File: src/rtl/sdram_pkg.sv
// Shared constants and types for the two-client SDRAM arbiter.
package sdram_pkg;

  localparam int DEF_ADDR_W  = 24;
  localparam int DEF_DATA_W  = 16;
  localparam int DEF_BURST_W = 10;
  localparam int DEF_TIMEOUT = 1023;

  localparam logic [1:0] SRC_C0_WR = 2'd0;
  localparam logic [1:0] SRC_C0_RD = 2'd1;
  localparam logic [1:0] SRC_C1_WR = 2'd2;
  localparam logic [1:0] SRC_C1_RD = 2'd3;

  typedef enum logic [2:0] {
    ST_IDLE,
    ST_ARB,
    ST_REQ,
    ST_XFER,
    ST_GAP
  } state_t;

  // Even source IDs are writers, odd IDs are readers.
  function automatic logic is_wr_src(input logic [1:0] id);
    return !id[0];
  endfunction

endpackage

File: src/rtl/sdram_rr_pick.sv
// Round-robin picker: the first active request after the last grant wins,
// with the last grant itself lowest priority.
module sdram_rr_pick (
  input  logic [3:0] req,
  input  logic [1:0] last,
  output logic       valid,
  output logic [1:0] idx
);

  logic [1:0] cand;

  // Scan farthest-first so the nearest candidate after 'last' is written last.
  always_comb begin
    valid = 1'b0;
    idx   = last;
    cand  = last;
    for (int i = 4; i >= 1; i--) begin
      cand = last + 2'(i);
      if (req[cand]) begin
        valid = 1'b1;
        idx   = cand;
      end
    end
  end

endmodule

File: src/rtl/sdram_arbiter.sv
// Arbitrates two clients (one write and one read port each) onto a single
// SDRAM controller, with per-burst grants and a first-ack timeout.
//
//   state   | meaning
//   --------+--------------------------------------------------------
//   IDLE    | controller not initialised, no grant
//   ARB     | round-robin pick, latch addr/burst of the winner
//   REQ     | request driven, waiting for first ack (timeout running)
//   XFER    | request driven, counting remaining acks
//   GAP     | one cycle with both requests low
module sdram_arbiter
  import sdram_pkg::*;
#(
  parameter int ADDR_W  = DEF_ADDR_W,
  parameter int DATA_W  = DEF_DATA_W,
  parameter int BURST_W = DEF_BURST_W,
  parameter int TIMEOUT = DEF_TIMEOUT
) (
  input  logic               clk,
  input  logic               rst,
  input  logic               sdram_init_done,

  input  logic               c0_wr_req,
  input  logic [ADDR_W-1:0]  c0_wr_addr,
  input  logic [BURST_W-1:0] c0_wr_burst,
  input  logic [DATA_W-1:0]  c0_din,
  output logic               c0_wr_ack,
  input  logic               c0_rd_req,
  input  logic [ADDR_W-1:0]  c0_rd_addr,
  input  logic [BURST_W-1:0] c0_rd_burst,
  output logic               c0_rd_ack,
  output logic [DATA_W-1:0]  c0_dout,

  input  logic               c1_wr_req,
  input  logic [ADDR_W-1:0]  c1_wr_addr,
  input  logic [BURST_W-1:0] c1_wr_burst,
  input  logic [DATA_W-1:0]  c1_din,
  output logic               c1_wr_ack,
  input  logic               c1_rd_req,
  input  logic [ADDR_W-1:0]  c1_rd_addr,
  input  logic [BURST_W-1:0] c1_rd_burst,
  output logic               c1_rd_ack,
  output logic [DATA_W-1:0]  c1_dout,

  output logic               sdram_wr_req,
  output logic [ADDR_W-1:0]  sdram_wr_addr,
  output logic [BURST_W-1:0] sdram_wr_burst,
  output logic [DATA_W-1:0]  sdram_din,
  input  logic               sdram_wr_ack,
  output logic               sdram_rd_req,
  output logic [ADDR_W-1:0]  sdram_rd_addr,
  output logic [BURST_W-1:0] sdram_rd_burst,
  input  logic               sdram_rd_ack,
  input  logic [DATA_W-1:0]  sdram_dout,

  output logic [1:0]         grant_id,
  output logic               busy,
  output logic               timeout_err
);

  localparam int TMR_W = (TIMEOUT > 2) ? $clog2(TIMEOUT) : 1;

  state_t             state, nxt;
  logic [ADDR_W-1:0]  addr_q;
  logic [BURST_W-1:0] burst_q;
  logic [BURST_W-1:0] remain;
  logic [TMR_W-1:0]   tmr;

  logic               pick_valid;
  logic [1:0]         pick_idx;
  logic [ADDR_W-1:0]  pick_addr;
  logic [BURST_W-1:0] pick_burst;

  logic active, sel_wr, ack_sel, last_word, tmr_done;

  sdram_rr_pick u_pick (
    .req   ({c1_rd_req, c1_wr_req, c0_rd_req, c0_wr_req}),
    .last  (grant_id),
    .valid (pick_valid),
    .idx   (pick_idx)
  );

  always_comb begin
    pick_addr  = c0_wr_addr;
    pick_burst = c0_wr_burst;
    case (pick_idx)
      SRC_C0_WR: begin pick_addr = c0_wr_addr; pick_burst = c0_wr_burst; end
      SRC_C0_RD: begin pick_addr = c0_rd_addr; pick_burst = c0_rd_burst; end
      SRC_C1_WR: begin pick_addr = c1_wr_addr; pick_burst = c1_wr_burst; end
      default:   begin pick_addr = c1_rd_addr; pick_burst = c1_rd_burst; end
    endcase
  end

  assign active    = (state == ST_REQ) || (state == ST_XFER);
  assign sel_wr    = is_wr_src(grant_id);
  assign ack_sel   = active && (sel_wr ? sdram_wr_ack : sdram_rd_ack);
  assign last_word = (remain == BURST_W'(1));
  assign tmr_done  = (tmr == '0);

  always_ff @(posedge clk or posedge rst) begin
    if (rst) state <= ST_IDLE;
    else     state <= nxt;
  end

  // A single-word burst finishes on its first ack and skips XFER.
  always_comb begin
    nxt = state;
    if (!sdram_init_done) begin
      nxt = ST_IDLE;
    end else begin
      case (state)
        ST_IDLE: nxt = ST_ARB;
        ST_ARB:  if (pick_valid) nxt = ST_REQ;
        ST_REQ: begin
          if (ack_sel)       nxt = last_word ? ST_GAP : ST_XFER;
          else if (tmr_done) nxt = ST_GAP;
        end
        ST_XFER: if (ack_sel && last_word) nxt = ST_GAP;
        ST_GAP:  nxt = ST_ARB;
        default: nxt = ST_IDLE;
      endcase
    end
  end

  always_comb begin
    sdram_wr_req = active && sel_wr;
    sdram_rd_req = active && !sel_wr;
    busy         = (state == ST_REQ) || (state == ST_XFER) || (state == ST_GAP);
  end

  always_ff @(posedge clk or posedge rst) begin
    if (rst) begin
      grant_id    <= SRC_C1_RD;
      addr_q      <= '0;
      burst_q     <= '0;
      remain      <= '0;
      tmr         <= '0;
      timeout_err <= 1'b0;
    end else if (sdram_init_done) begin
      case (state)
        ST_ARB: begin
          if (pick_valid) begin
            grant_id <= pick_idx;
            addr_q   <= pick_addr;
            burst_q  <= pick_burst;
            remain   <= (pick_burst == '0) ? BURST_W'(1) : pick_burst;
            tmr      <= TMR_W'(TIMEOUT - 1);
          end
        end
        ST_REQ: begin
          if (ack_sel)       remain      <= remain - BURST_W'(1);
          else if (tmr_done) timeout_err <= 1'b1;
          else               tmr         <= tmr - TMR_W'(1);
        end
        ST_XFER: if (ack_sel) remain <= remain - BURST_W'(1);
        default: ;
      endcase
    end
  end

  assign sdram_wr_addr  = addr_q;
  assign sdram_rd_addr  = addr_q;
  assign sdram_wr_burst = burst_q;
  assign sdram_rd_burst = burst_q;
  assign sdram_din      = (grant_id == SRC_C1_WR) ? c1_din : c0_din;

  assign c0_wr_ack = active && (grant_id == SRC_C0_WR) && sdram_wr_ack;
  assign c0_rd_ack = active && (grant_id == SRC_C0_RD) && sdram_rd_ack;
  assign c1_wr_ack = active && (grant_id == SRC_C1_WR) && sdram_wr_ack;
  assign c1_rd_ack = active && (grant_id == SRC_C1_RD) && sdram_rd_ack;

  assign c0_dout = sdram_dout;
  assign c1_dout = sdram_dout;

endmodule

File: config.mk
export PLATFORM = sky130hd
export DESIGN_NAME = sdram_arbiter
export DESIGN_NICKNAME = d
export VERILOG_FILES = /design/src/rtl/sdram_pkg.sv /design/src/rtl/sdram_rr_pick.sv /design/src/rtl/sdram_arbiter.sv
export SDC_FILE = /design/constraint.sdc
export NUM_CORES = 1
export LEC_CHECK = 0
export BUFFER_PORTS_ARGS = -buffer_cell sky130_fd_sc_hd__buf_4
export CAP_MARGIN = 40
export CORE_AREA = 2 2 122 124
export DETAILED_ROUTE_END_ITERATION = 16
export DIE_AREA = 0 0 124 126
export PLACE_DENSITY = 0.77
export SLEW_MARGIN = 20
export SYNTH_ARGS = -nofsm -noshare
export SYNTH_HDL_FRONTEND = slang
export SYNTH_SLANG_ARGS = --single-unit
File: constraint.sdc
create_clock -name clk -period 3.3 [get_ports clk]
set_input_delay 0.66 -clock clk [delete_from_list [all_inputs] [get_ports clk]]
set_output_delay 0.66 -clock clk [all_outputs]
set_load 0.01 [all_outputs]
# [Word level (Yosys, flattened, before mapping)]
# Cells that the tools add are included.
[totals] register_bits=60 output_inout_bits=126 memories=0 mem_bits_rw=0 mem_bits_ro=0 latchBits=0 elab_cells=97 in_bits=193
[classes] muxes=34 div_mod_pow=0 order_cmp=4 add_sub_neg=5 n_bitwise=1 n_shift=0 multipliers=0 reduce_logical=29 eq_ne=17
[ops] operator="one-hot mux 24 bit (3 select lines)" count=1
[ops] operator="two-way mux 10 bit" count=6
[ops] operator="one-hot mux 10 bit (2 select lines)" count=2
[ops] operator="one-hot mux 10 bit (3 select lines)" count=1
[ops] operator="logical NOT 10 bit" count=2
[ops] operator="subtractor 10 x 1 -> 10 bit (second input constant)" count=2
[ops] operator="two-way mux 3 bit" count=6
[ops] operator="two-way mux 16 bit" count=1
[ops] operator="logical AND 1 bit" count=12
[ops] operator="less-than comparator 2 x 3 -> 1 bit (second input constant)" count=4
[ops] operator="one-hot mux 3 bit (4 select lines)" count=1
[ops] operator="== test 10 x 1 -> 1 bit (second input constant)" count=1
[ops] operator="two-way mux 1 bit" count=9
[ops] operator="binary-select mux 1 bit (select 2 bit)" count=4
[ops] operator="AND reduction 4 bit" count=2
[ops] operator="== test 2 bit (second input constant)" count=3
[ops] operator="== test 3 x 2 -> 1 bit (second input constant)" count=2
[ops] operator="two-way mux 2 bit" count=3
[ops] operator="!= test 2 bit (second input constant)" count=3
[ops] operator="!= test 3 bit (second input constant)" count=2
[ops] operator="AND reduction 3 bit" count=2
[ops] operator="AND reduction 5 bit" count=1
[ops] operator="adder 2 bit (second input constant)" count=2
[ops] operator="== test 2 x 1 -> 1 bit (second input constant)" count=2
[ops] operator="12 further kinds" count=16

# [Longest topological paths before layout]
# Gate-level depths: netlist (run 1).
[logic_depth] ltp_word=12 depth_mapped=12 mapped_depth_nobuf=8

# [Modules after synthesis]
# From an unflattened synthesis (run 1), not the netlist that was laid out.
[hier_totals] hier_cells=395 area_unflattened_um2=4459.3
[modules_own_cells] mod="sdram_arbiter" area_each_um2=4376.7 instances=1 cells_each=381 seq_area_each_um2=1503.9
[modules_own_cells] mod="sdram_rr_pick" area_each_um2=82.6 instances=1 cells_each=14 seq_area_each_um2=0.0

# [Worst setup path after synthesis (run 1)]
# No wires, ideal clock.
[synth_timing] path_type="register -> register" from="register grant_id[0]" to="register addr_q[10], in the netlist sdram_rd_addr[10]" stages_incl_launch_ff=12 n_path_buf=3 arrival_time_ns=2.481 period_less_slack_ns=2.546 setup_slack_ns=0.754 t_required_ns=3.235 setup_time_ns=0.065 path_cell_list="dfstp_2 > buf_6 > inv_1 > ha_1 > o211a_1 > o21ai_0 > o31ai_4 > and2_0 > clkbuf_1 > buf_2 > a22oi_1 > o21a_1"
[synth_via] elab_chain_len=8 word_cells_on_any_way=23 cone_classes="add/sub: 3; eq/ne: 2; mux: 16; reduce/logical: 2"
[synth_lines] element="start, declared" line_no="sdram_arbiter.sv:56" source="output logic [1:0] grant_id,"
[synth_lines] element="start signal, assigned" line_no="sdram_arbiter.sv:143" source="grant_id <= pick_idx;"
[synth_lines] element="adder 2 bit" line_no="sdram_rr_pick.sv:18" source="cand = last + 2'(i);"
[synth_lines] element="binary-select mux 1 bit (select 2 bit)" line_no="sdram_rr_pick.sv:19" source="if (req[cand]) begin"
[synth_lines] element="two-way mux 1 bit (implied by the code)" line_no="sdram_rr_pick.sv:19"
[synth_lines] element="two-way mux 2 bit (3 in series)" line_no="sdram_rr_pick.sv:19"
[synth_lines] element="== test 2 bit, or another cell as far along" line_no="sdram_arbiter.sv:86" source="case (pick_idx)"
[synth_lines] element="one-hot mux 24 bit (3 select lines)" line_no="sdram_arbiter.sv:86"
[synth_lines] element="end signal, assigned" line_no="sdram_arbiter.sv:144" source="addr_q <= pick_addr;"
[synth_lines] element="end, declared" line_no="sdram_arbiter.sv:64" source="logic [ADDR_W-1:0] addr_q;"
# Parallel ways exist; a longest one is shown, timed or not. The select of a mux whose other input is x is not followed.
# A chain may end at the register's enable or synchronous reset.

# [Worst setup path in the final report (run 1)]
[layout_timing] from="register grant_id[1]" to="register addr_q[17], in the netlist sdram_rd_addr[17]"
# The elaborated chain is that of the path after synthesis.

==> report_table.html, run 1 <==
<table>
<tr><th>Metric</th><th>Value</th></tr>
<tr><th colspan="2">Cells and area</th></tr>
<tr><td>Utilization of the core after routing</td><td>47.21%</td></tr>
<tr><td>Area grow syn2layout</td><td>40.91%</td></tr>
<tr><td>Post-Layout Cell Count</td><td>885</td></tr>
<tr><td>Fillcell total</td><td>1407</td></tr>
<tr><td>Antenna diode count</td><td>0</td></tr>
<tr><td>Multi-input gate area</td><td>0.002560 mm²</td></tr>
<tr><td>Share of post-route cells with drive strength above 1</td><td>47.93%</td></tr>
<tr><td>Final-stage net count</td><td>896</td></tr>
<tr><td>Post-route cell area</td><td>0.006758 mm²</td></tr>
<tr><td>Area taken by flip-flops and latches</td><td>0.001504 mm²</td></tr>
<tr><th colspan="2">STA</th></tr>
<tr><td>Total negative slack</td><td>0 ns</td></tr>
<tr><td>Actual transition at the worst max-transition pin</td><td>0.7902 ns</td></tr>
<tr><td>Max-slew violation count</td><td>0</td></tr>
<tr><td>Count of final hold-check violations</td><td>0</td></tr>
<tr><td>Final critical-path share of the clock period</td><td>89.13%</td></tr>
<tr><td>Time the worst path needs with I/O delays and setup</td><td>2.941 ns</td></tr>
<tr><td>Maximum clock frequency</td><td>340.0 MHz</td></tr>
<tr><td>RSZ-0062 raised after global routing</td><td>no</td></tr>
<tr><td>Clk_skew</td><td>0.007489 ns</td></tr>
<tr><td>Setup-violating endpoint count in the final report</td><td>0</td></tr>
<tr><td>Headroom to the max-slew limit</td><td>47.32%</td></tr>
<tr><th colspan="2">Worst setup path</th></tr>
<tr><td>RR Startpoint</td><td>grant_id[1]</td></tr>
<tr><td>Req. time, crit path</td><td>3.51 ns</td></tr>
<tr><td>Critical path fanouts, max</td><td>45</td></tr>
<tr><td>Critical path class</td><td>reg2reg</td></tr>
<tr><td>Kind of end point of the critical path</td><td>register</td></tr>
<tr><td>Signal arrival time at the worst endpoint</td><td>3.15 ns</td></tr>
<tr><td>Length in cells of the worst reg-to-reg path</td><td>9</td></tr>
<tr><td>Worst R2R End</td><td>sdram_rd_addr[17]</td></tr>
<tr><td>Setup slack of the worst register-to-register path</td><td>0.36 ns</td></tr>
<tr><td>Startpoint class of the critical path</td><td>register</td></tr>
<tr><th colspan="2">Global route</th></tr>
<tr><td>First-pass GRT wire length</td><td>22240 µm</td></tr>
<tr><td>Overall global routing resource usage</td><td>17.93%</td></tr>
<tr><td>Number of antenna violations at the first check in global routing</td><td>0</td></tr>
<tr><td>Vias in the first global route</td><td>4271</td></tr>
<tr><td>Largest net degree at the start of global routing</td><td>46</td></tr>
<tr><td>Total congestion overflow after global routing</td><td>0</td></tr>
<tr><th colspan="2">Placed design</th></tr>
<tr><td>Area after DPL</td><td>0.006457 mm²</td></tr>
<tr><td>Cell count after placement</td><td>869</td></tr>
<tr><td>DP HPWL</td><td>11470 µm</td></tr>
<tr><td>Gpl congestion</td><td>0.9037</td></tr>
<tr><td>Buffers added on ports</td><td>270</td></tr>
<tr><th colspan="2">Min path</th></tr>
<tr><td>Type of the tightest min-delay check</td><td>in2async</td></tr>
<tr><th colspan="2">Clocking</th></tr>
<tr><td>Clock edge transition at the registers on the reported setup and hold paths</td><td>0.06 ns</td></tr>
<tr><td>Total clock sinks</td><td>60</td></tr>
<tr><td>Number of levels the H-tree was split into</td><td>3</td></tr>
<tr><td>Worst-skew pair later-pin latency</td><td>0.32 ns</td></tr>
<tr><td>Resized cells post-CTS</td><td>0</td></tr>
<tr><td>Clock tree from TritonCTS</td><td>built</td></tr>
<tr><td>Hold-fix buffers, CTS</td><td>0</td></tr>
<tr><td>Clock Tree Root</td><td>sky130_fd_sc_hd__clkbuf_16</td></tr>
<tr><td>Num CTS Buffers</td><td>9</td></tr>
<tr><td>Post-CTS repair timing setup buffer count</td><td>0</td></tr>
<tr><td>Maximum clock path buffer count</td><td>2</td></tr>
<tr><th colspan="2">Power</th></tr>
<tr><td>Areal power density over the cells</td><td>843.3 mW/mm²</td></tr>
<tr><td>Largest vdd supply drop</td><td>489.1 µV</td></tr>
<tr><td>Standby leakage power</td><td>3.221 nW</td></tr>
<tr><th colspan="2">Floorplan</th></tr>
<tr><td>Y dimension of the die</td><td>126 µm</td></tr>
<tr><td>Width of the die</td><td>124 µm</td></tr>
<tr><td>Starting density of the core</td><td>33.51%</td></tr>
<tr><td>Cell Rows</td><td>44</td></tr>
<tr><td>Number of primary I/O pins</td><td>319</td></tr>
<tr><td>Area of the placeable core</td><td>0.01431 mm²</td></tr>
<tr><td>Die Area</td><td>0.01562 mm²</td></tr>
<tr><th colspan="2">Run status</th></tr>
<tr><td>Outcome</td><td>completed</td></tr>
<tr><th colspan="2">Drt</th></tr>
<tr><td>Wire length after detailed routing</td><td>14430 µm</td></tr>
<tr><td>Average vias per placed instance</td><td>4.981</td></tr>
<tr><td>Routed wire per std cell</td><td>16.31 µm</td></tr>
<tr><td>Detailed Routing Iterations Pass 1</td><td>4</td></tr>
<tr><td>DRC violations left</td><td>0</td></tr>
<tr><td>Starting DRT DRC Count</td><td>274</td></tr>
<tr><td>ANT nets after route</td><td>0</td></tr>
<tr><td>Total number of vias</td><td>4408</td></tr>
<tr><th colspan="2">Yosys</th></tr>
<tr><td>Share of the synthesized area in the top cell type</td><td>30.26%</td></tr>
<tr><td>Share of the yosys chip area belonging to registers</td><td>31.36%</td></tr>
<tr><td>Ranking of synthesized cells by area</td><td>sky130_fd_sc_hd__dfrtp_1 (30%), sky130_fd_sc_hd__mux2i_1 (15%), sky130_fd_sc_hd__buf_4 (11%)</td></tr>
<tr><td>Post-synthesis instance area</td><td>0.004796 mm²</td></tr>
<tr><td>Number of storage elements in the synthesis netlist</td><td>60</td></tr>
<tr><td>Average instance area after synthesis</td><td>9.592 µm²</td></tr>
<tr><td>Cell taking the most area after synthesis</td><td>sky130_fd_sc_hd__dfrtp_1</td></tr>
<tr><td>Share of synthesized flip-flops with an asynchronous set or reset</td><td>100.0%</td></tr>
<tr><td>Net Count, Synth</td><td>700</td></tr>
<tr><td>Predominant post-synthesis flop cell</td><td>sky130_fd_sc_hd__dfrtp_1</td></tr>
<tr><td>Number of enable flip-flop cells after synthesis</td><td>0</td></tr>
<tr><td>Synth unique cells</td><td>57</td></tr>
<tr><td>Total number of yosys warnings</td><td>0</td></tr>
<tr><td>Synthesized instance count</td><td>500</td></tr>
<tr><th colspan="2">Job</th></tr>
<tr><td>Number of max-cap violations</td><td>0</td></tr>
</table>
## metal layers
metal	track usage, %	wire length [µm]
met4	3.900	184
met5	0	0
met3	4.257	839
met1	23.96	6295
met2	29.44	7111
## cells by family after synthesis
logic type      Yosys count  synth area share, %
compound gates          107                15.55
xor+xnor                  6                1.096
fa+ha+maj                 7                1.826
buf+inv                 107                15.71
mux                     101                21.86
simple gates            112                12.60
flops                    60                31.36
## metrics by stage
step                      worst slack, ns  hold slack (ns)  total power (W)
final                              0.3588           0.4396         0.005699
after global placement             0.4433           0.4673         0.004741
after CTS                          0.3649           0.4571         0.005738
after global routing               0.1831           0.4911         0.006057
after floorplan                    0.7537           0.4755         0.003891
after detailed placement           0.3800           0.4689         0.004787
## final cells by class
| type | instances | area share, % |
|---|---|---|
| inverter | 11 | 0.6110 |
| multi-input combinational | 333 | 37.88 |
| clock inverter | 7 | 1.111 |
| sequential | 60 | 22.26 |
| tap | 184 | 3.407 |
| clock buffer | 9 | 3.333 |
| timing repair buffer | 281 | 31.40 |
## sequential cells by signal, indices dropped and copies added (netlist names)
| signal | flops |
|---|---|
| sdram_rd_addr | 24 |
| remain | 10 |
| sdram_rd_burst | 10 |
| tmr | 10 |
| state | 3 |
| grant_id | 2 |
| timeout_err | 1 |
## report_power, final
part / internal (W) / switching [W]
Clock: 0.000587 / 0.000342
Sequential: 0.00104 / 0.000330
Combinational: 0.00177 / 0.00163
## cell usage in the layout (no fill, tap or decap), types with 3 or more instances in the layout
| master | instances |
|---|---|
| sky130_fd_sc_hd__o21ai_0 | 18 |
| sky130_fd_sc_hd__nor4_1 | 9 |
| sky130_fd_sc_hd__buf_4 | 280 |
| sky130_fd_sc_hd__nand4_1 | 6 |
| sky130_fd_sc_hd__nand3_1 | 5 |
| sky130_fd_sc_hd__o31ai_1 | 3 |
| sky130_fd_sc_hd__nand2_1 | 25 |
| sky130_fd_sc_hd__mux2i_1 | 74 |
| sky130_fd_sc_hd__clkbuf_16 | 9 |
| sky130_fd_sc_hd__a21oi_1 | 12 |
| sky130_fd_sc_hd__nand2b_1 | 4 |
| sky130_fd_sc_hd__xor2_1 | 6 |
| sky130_fd_sc_hd__o21a_1 | 25 |
| sky130_fd_sc_hd__a22oi_1 | 24 |
| sky130_fd_sc_hd__clkinv_4 | 3 |
| sky130_fd_sc_hd__nand4b_1 | 3 |
| sky130_fd_sc_hd__ha_1 | 7 |
| sky130_fd_sc_hd__nor3_1 | 12 |
| sky130_fd_sc_hd__inv_1 | 10 |
| sky130_fd_sc_hd__nor2_1 | 24 |
| sky130_fd_sc_hd__o21ai_1 | 4 |
| sky130_fd_sc_hd__and3_1 | 8 |
| sky130_fd_sc_hd__a31oi_1 | 3 |
| sky130_fd_sc_hd__mux2_2 | 26 |
| sky130_fd_sc_hd__dfrtp_1 | 58 |
## worst max-delay path, cell delays in order (launching register included)
cell	delay, ns
sky130_fd_sc_hd__dfstp_2	0.66
sky130_fd_sc_hd__inv_1	0.10
sky130_fd_sc_hd__ha_1	0.44
sky130_fd_sc_hd__mux2i_1	0.11
sky130_fd_sc_hd__a2bb2oi_1	0.26
sky130_fd_sc_hd__nand3_4	0.32
sky130_fd_sc_hd__buf_12	0.32
sky130_fd_sc_hd__mux2i_1	0.32
sky130_fd_sc_hd__a22oi_1	0.11
sky130_fd_sc_hd__o21a_1	0.14
## how the worst max path moves through the flow
stage | start | to | slack [ns] | depth (start not counted)
finish | grant_id[1] | sdram_rd_addr[17] | 0.36 | 9
floorplan | grant_id[0] | sdram_rd_addr[10] | 0.75 | 11
detailed placement | grant_id[1] | sdram_rd_addr[20] | 0.38 | 8
global route | grant_id[1] | sdram_rd_addr[17] | 0.18 | 9
global placement | grant_id[1] | sdram_rd_addr[17] | 0.44 | 9
CTS | grant_id[1] | sdram_rd_addr[20] | 0.36 | 8
## Yosys cell counts, types with 7 or more instances
master,n
sky130_fd_sc_hd__a21oi_1,12
sky130_fd_sc_hd__a22oi_1,24
sky130_fd_sc_hd__and3_1,8
sky130_fd_sc_hd__buf_2,7
sky130_fd_sc_hd__buf_4,71
sky130_fd_sc_hd__clkbuf_1,9
sky130_fd_sc_hd__dfrtp_1,58
sky130_fd_sc_hd__ha_1,7
sky130_fd_sc_hd__inv_1,11
sky130_fd_sc_hd__mux2_2,26
sky130_fd_sc_hd__mux2i_1,74
sky130_fd_sc_hd__nand2_1,25
sky130_fd_sc_hd__nor2_1,24
sky130_fd_sc_hd__nor3_1,12
sky130_fd_sc_hd__nor4_1,9
sky130_fd_sc_hd__o21a_1,25
sky130_fd_sc_hd__o21ai_0,18
Note: power is estimated with default switching activity, not from simulation.
==> inputs of run 2 (changes only) <==
--- a/config.mk
+++ b/config.mk
@@ -7,11 +7,12 @@
 export LEC_CHECK = 0
 export BUFFER_PORTS_ARGS = -buffer_cell sky130_fd_sc_hd__buf_4
 export CAP_MARGIN = 40
-export CORE_AREA = 2 2 122 124
+export CORE_AREA = 2 2 123 125
 export DETAILED_ROUTE_END_ITERATION = 16
-export DIE_AREA = 0 0 124 126
-export PLACE_DENSITY = 0.77
+export DIE_AREA = 0 0 125 127
+export PLACE_DENSITY = 0.73
 export SLEW_MARGIN = 20
 export SYNTH_ARGS = -nofsm -noshare
 export SYNTH_HDL_FRONTEND = slang
+export SYNTH_HIERARCHICAL = 1
 export SYNTH_SLANG_ARGS = --single-unit
==> run 2 against run 1 <==
Sequential cell count stayed put. Sequential power is 4% higher. Final area shrank 3.0%. Die area grew 1.6%. Synthesized cell count shrank 21%. Critical path depth shrank 1.
==> report_table.html, run 2 <==
<table>
<tr><th>Metric</th><th>Value</th></tr>
<tr><th colspan="2">Worst setup path</th></tr>
<tr><td>Kind of cell adding the most delay to the critical path</td><td>flip-flops</td></tr>
<tr><td>Startpoint class of the critical path</td><td>register</td></tr>
<tr><td>Critical path buffers and inverters</td><td>2</td></tr>
<tr><td>Req. time, crit path</td><td>3.55 ns</td></tr>
<tr><td>Signal arrival time at the worst endpoint</td><td>2.88 ns</td></tr>
<tr><td>Setup slack of the worst register-to-register path</td><td>0.67 ns</td></tr>
<tr><td>Critical path class</td><td>reg2reg</td></tr>
<tr><td>Kind of end point of the critical path</td><td>register</td></tr>
<tr><td>Critical Path, Cell by Cell</td><td>inv_1 &gt; o22ai_1 &gt; a221o_2 &gt; buf_12 &gt; mux4_2 &gt; nor4_1 &gt; nand3_1 &gt; nand3b_1</td></tr>
<tr><td>Slowest cell on the critical path</td><td>sky130_fd_sc_hd__dfstp_2</td></tr>
<tr><td>Largest stage delay on the critical path</td><td>0.63 ns</td></tr>
<tr><td>Critical path fanouts, max</td><td>20</td></tr>
<tr><th colspan="2">Min path</th></tr>
<tr><td>Type of the tightest min-delay check</td><td>in2async</td></tr>
<tr><th colspan="2">Power</th></tr>
<tr><td>Combinational fraction of design power</td><td>57.2%</td></tr>
<tr><td>Share of total power in the clock network</td><td>16.5%</td></tr>
<tr><td>Standby leakage power</td><td>3.003 nW</td></tr>
<tr><td>Net switching share of the total power</td><td>37.59%</td></tr>
<tr><td>Internal power</td><td>0.003398 W</td></tr>
<tr><td>Largest vdd supply drop</td><td>442.2 µV</td></tr>
<tr><td>PnR Total Power</td><td>0.005445 W</td></tr>
<tr><td>Sequential share of power</td><td>26.3%</td></tr>
<tr><td>Switching power summed over all nets</td><td>0.002047 W</td></tr>
<tr><td>Areal power density over the cells</td><td>830.6 mW/mm²</td></tr>
<tr><th colspan="2">Yosys</th></tr>
<tr><td>Most frequent cells after synthesis</td><td>sky130_fd_sc_hd__buf_4 (66), sky130_fd_sc_hd__dfrtp_1 (58), sky130_fd_sc_hd__mux2_2 (51), sky130_fd_sc_hd__mux4_2 (34), sky130_fd_sc_hd__nor2_1 (23)</td></tr>
<tr><td>Share of cell area taken by muxes after synthesis</td><td>30.95%</td></tr>
<tr><td>Cell taking the most area after synthesis</td><td>sky130_fd_sc_hd__dfrtp_1</td></tr>
<tr><td>Number of storage elements in the synthesis netlist</td><td>60</td></tr>
<tr><td>Synthesized instance count</td><td>395</td></tr>
<tr><td>XOR/XNOR Fraction of Synth Area</td><td>1.571%</td></tr>
<tr><td>Net Count, Synth</td><td>592</td></tr>
<tr><td>Share of synthesized flip-flops with an asynchronous set or reset</td><td>100.0%</td></tr>
<tr><td>Number of enable flip-flop cells after synthesis</td><td>0</td></tr>
<tr><td>Share of the synthesized area in the top cell type</td><td>32.55%</td></tr>
<tr><td>Share of the synthesized area in compound gates (AO/OA/AOI/OAI)</td><td>8.361%</td></tr>
<tr><td>Predominant post-synthesis flop cell</td><td>sky130_fd_sc_hd__dfrtp_1</td></tr>
<tr><td>Main combinational cell family by area after synthesis</td><td>multiplexers</td></tr>
<tr><td>Total number of yosys warnings</td><td>6</td></tr>
<tr><td>Ranking of synthesized cells by area</td><td>sky130_fd_sc_hd__dfrtp_1 (33%), sky130_fd_sc_hd__mux4_2 (17%), sky130_fd_sc_hd__mux2_2 (13%)</td></tr>
<tr><td>Simple-gate share of the synthesized area</td><td>10.38%</td></tr>
<tr><td>Adder and majority cell fraction of the synthesized area</td><td>1.122%</td></tr>
<tr><td>Average instance area after synthesis</td><td>11.29 µm²</td></tr>
<tr><td>Synth unique cells</td><td>56</td></tr>
<tr><td>Cell with the most instances after synthesis</td><td>sky130_fd_sc_hd__buf_4</td></tr>
<tr><td>Share of the yosys chip area belonging to registers</td><td>33.73%</td></tr>
<tr><td>Post-synthesis instance area</td><td>0.004459 mm²</td></tr>
<tr><th colspan="2">Drt</th></tr>
<tr><td>Starting DRT DRC Count</td><td>187</td></tr>
<tr><td>DRC violations left</td><td>0</td></tr>
<tr><td>Average vias per placed instance</td><td>4.963</td></tr>
<tr><td>ANT nets after route</td><td>0</td></tr>
<tr><td>Routed wire per std cell</td><td>18.35 µm</td></tr>
<tr><td>Wire length after detailed routing</td><td>14480 µm</td></tr>
<tr><td>Detailed Routing Iterations Pass 1</td><td>4</td></tr>
<tr><td>Total number of vias</td><td>3916</td></tr>
<tr><th colspan="2">Cells and area</th></tr>
<tr><td>Max FFs per register</td><td>24</td></tr>
<tr><td>Final-stage net count</td><td>797</td></tr>
<tr><td>Antenna diode count</td><td>0</td></tr>
<tr><td>Most frequent cells in the layout</td><td>sky130_fd_sc_hd__buf_4 (277), sky130_fd_sc_hd__dfrtp_1 (58), sky130_fd_sc_hd__mux2_2 (51)</td></tr>
<tr><td>Area grow syn2layout</td><td>47.03%</td></tr>
<tr><td>Share of post-route cells with drive strength above 1</td><td>65.29%</td></tr>
<tr><td>Most common cell after layout, fill and taps aside</td><td>sky130_fd_sc_hd__buf_4</td></tr>
<tr><th colspan="2">STA</th></tr>
<tr><td>Clk_skew</td><td>0.006277 ns</td></tr>
<tr><td>RSZ-0062 raised after global routing</td><td>no</td></tr>
<tr><td>Time the worst path needs with I/O delays and setup</td><td>2.626 ns</td></tr>
<tr><td>Count of final hold-check violations</td><td>0</td></tr>
<tr><td>Max-slew violation count</td><td>0</td></tr>
<tr><td>Total negative slack</td><td>0 ns</td></tr>
<tr><td>Setup-violating endpoint count in the final report</td><td>0</td></tr>
<tr><td>Actual transition at the worst max-transition pin</td><td>0.7743 ns</td></tr>
<tr><td>Maximum clock frequency</td><td>380.8 MHz</td></tr>
<tr><td>Headroom to the max-slew limit</td><td>48.19%</td></tr>
<tr><td>Final critical-path share of the clock period</td><td>79.58%</td></tr>
<tr><th colspan="2">Clocking</th></tr>
<tr><td>Resized cells post-CTS</td><td>0</td></tr>
<tr><td>Clock tree from TritonCTS</td><td>built</td></tr>
<tr><td>Total clock sinks</td><td>60</td></tr>
<tr><td>Maximum clock path buffer count</td><td>2</td></tr>
<tr><td>Num CTS Buffers</td><td>9</td></tr>
<tr><td>Clock Tree Root</td><td>sky130_fd_sc_hd__clkbuf_16</td></tr>
<tr><td>Hold-fix buffers, CTS</td><td>0</td></tr>
<tr><td>Post-CTS repair timing setup buffer count</td><td>0</td></tr>
<tr><td>Clock edge transition at the registers on the reported setup and hold paths</td><td>0.05 ns</td></tr>
<tr><td>Number of levels the H-tree was split into</td><td>3</td></tr>
<tr><td>Worst-skew pair later-pin latency</td><td>0.32 ns</td></tr>
<tr><th colspan="2">Global route</th></tr>
<tr><td>Largest net degree at the start of global routing</td><td>35</td></tr>
<tr><td>Overall global routing resource usage</td><td>17.66%</td></tr>
<tr><td>Number of antenna violations at the first check in global routing</td><td>0</td></tr>
<tr><td>Vias in the first global route</td><td>3978</td></tr>
<tr><td>Total congestion overflow after global routing</td><td>0</td></tr>
<tr><td>First-pass GRT wire length</td><td>21940 µm</td></tr>
<tr><th colspan="2">Floorplan</th></tr>
<tr><td>Number of primary I/O pins</td><td>319</td></tr>
<tr><td>Y dimension of the die</td><td>127 µm</td></tr>
<tr><td>Die Area</td><td>0.01588 mm²</td></tr>
<tr><td>Cell Rows</td><td>44</td></tr>
<tr><td>Area of the placeable core</td><td>0.01442 mm²</td></tr>
<tr><td>Starting density of the core</td><td>30.92%</td></tr>
<tr><td>Width of the die</td><td>125 µm</td></tr>
<tr><th colspan="2">Placed design</th></tr>
<tr><td>DP HPWL</td><td>11960 µm</td></tr>
<tr><td>Buffers added on ports</td><td>270</td></tr>
<tr><td>Gpl congestion</td><td>0.8496</td></tr>
<tr><th colspan="2">Job</th></tr>
<tr><td>Number of max-cap violations</td><td>0</td></tr>
<tr><th colspan="2">Run status</th></tr>
<tr><td>Outcome</td><td>completed</td></tr>
</table>
run 2: cell count changes in the layout (fill, tap and decap cells not counted), moves of 6 or more:
cell                      change
sky130_fd_sc_hd__o21a_1      -23
sky130_fd_sc_hd__mux4_2      +34
sky130_fd_sc_hd__nand2_1      -7
sky130_fd_sc_hd__xnor2_1      +8
sky130_fd_sc_hd__mux2_2      +25
sky130_fd_sc_hd__xor2_1       -6
sky130_fd_sc_hd__nor3_1       -7
sky130_fd_sc_hd__a22oi_1     -22
sky130_fd_sc_hd__mux2i_1     -70
run 2: layout make-up:
type,count,area [µm²]
fillers,1340,7868
multi-input cells,238,2349
repair buffers,280,2140
flip-flops and latches,60,1504
clock buffers,15,287.8
well taps,184,230.2
inverters,11,41.29
clock inverters,1,5.005
run 2: power groups by stage:
stage	Combinational, W	Clock [W]	Sequential, W
floorplan	0.00201	0	0.00142
global placement	0.00308	0	0.00142
detailed placement	0.00315	0	0.00144
CTS	0.00315	0.000913	0.00143
global route	0.00333	0.000948	0.00147
finish	0.00312	0.000897	0.00143
run 2: routing by layer:
metal,vias up,part of all wire [%],global-route usage [%]
li1,1805,-,-
met1,1922,38,20.75
met2,165,55,31.55
met3,24,5.8,4.104
met4,0,1.7,6.601
met5,-,0,0
run 2: cell families after synthesis:
| logic type | Yosys count |
|---|---|
| buffers and inverters | 97 |
| muxes | 89 |
| and+or+nand+nor | 85 |
| DFF | 60 |
| AOI/OAI and AO/OA | 52 |
| xor gates and xnor gates | 8 |
| adders and majority gates | 4 |
run 2: final timing paths:
kind                        startpoint          endpoint  depth (start not counted)
max                        grant_id[0]         remain[0]                          8
min                                rst  sdram_rd_addr[7]                          2
max reg2reg                grant_id[0]         remain[0]                          8
min reg2reg                timeout_err       timeout_err                          1
max in group asynchronous          rst       grant_id[1]                          3
min in group clk           timeout_err       timeout_err                          1
run 2: through the flow:
step	setup WS [ns]	instances	util, %	hold WS (ns)	area [µm²]
floorplan	0.8502	395	-	0.4561	4459
global placement	0.5480	773	43.42	0.4749	6264
detailed placement	0.5533	773	43.42	0.4651	6264
CTS	0.6814	789	45.45	0.3777	6556
global route	0.4575	789	45.45	0.4146	6556
finish	0.6738	789	45.45	0.3694	6556
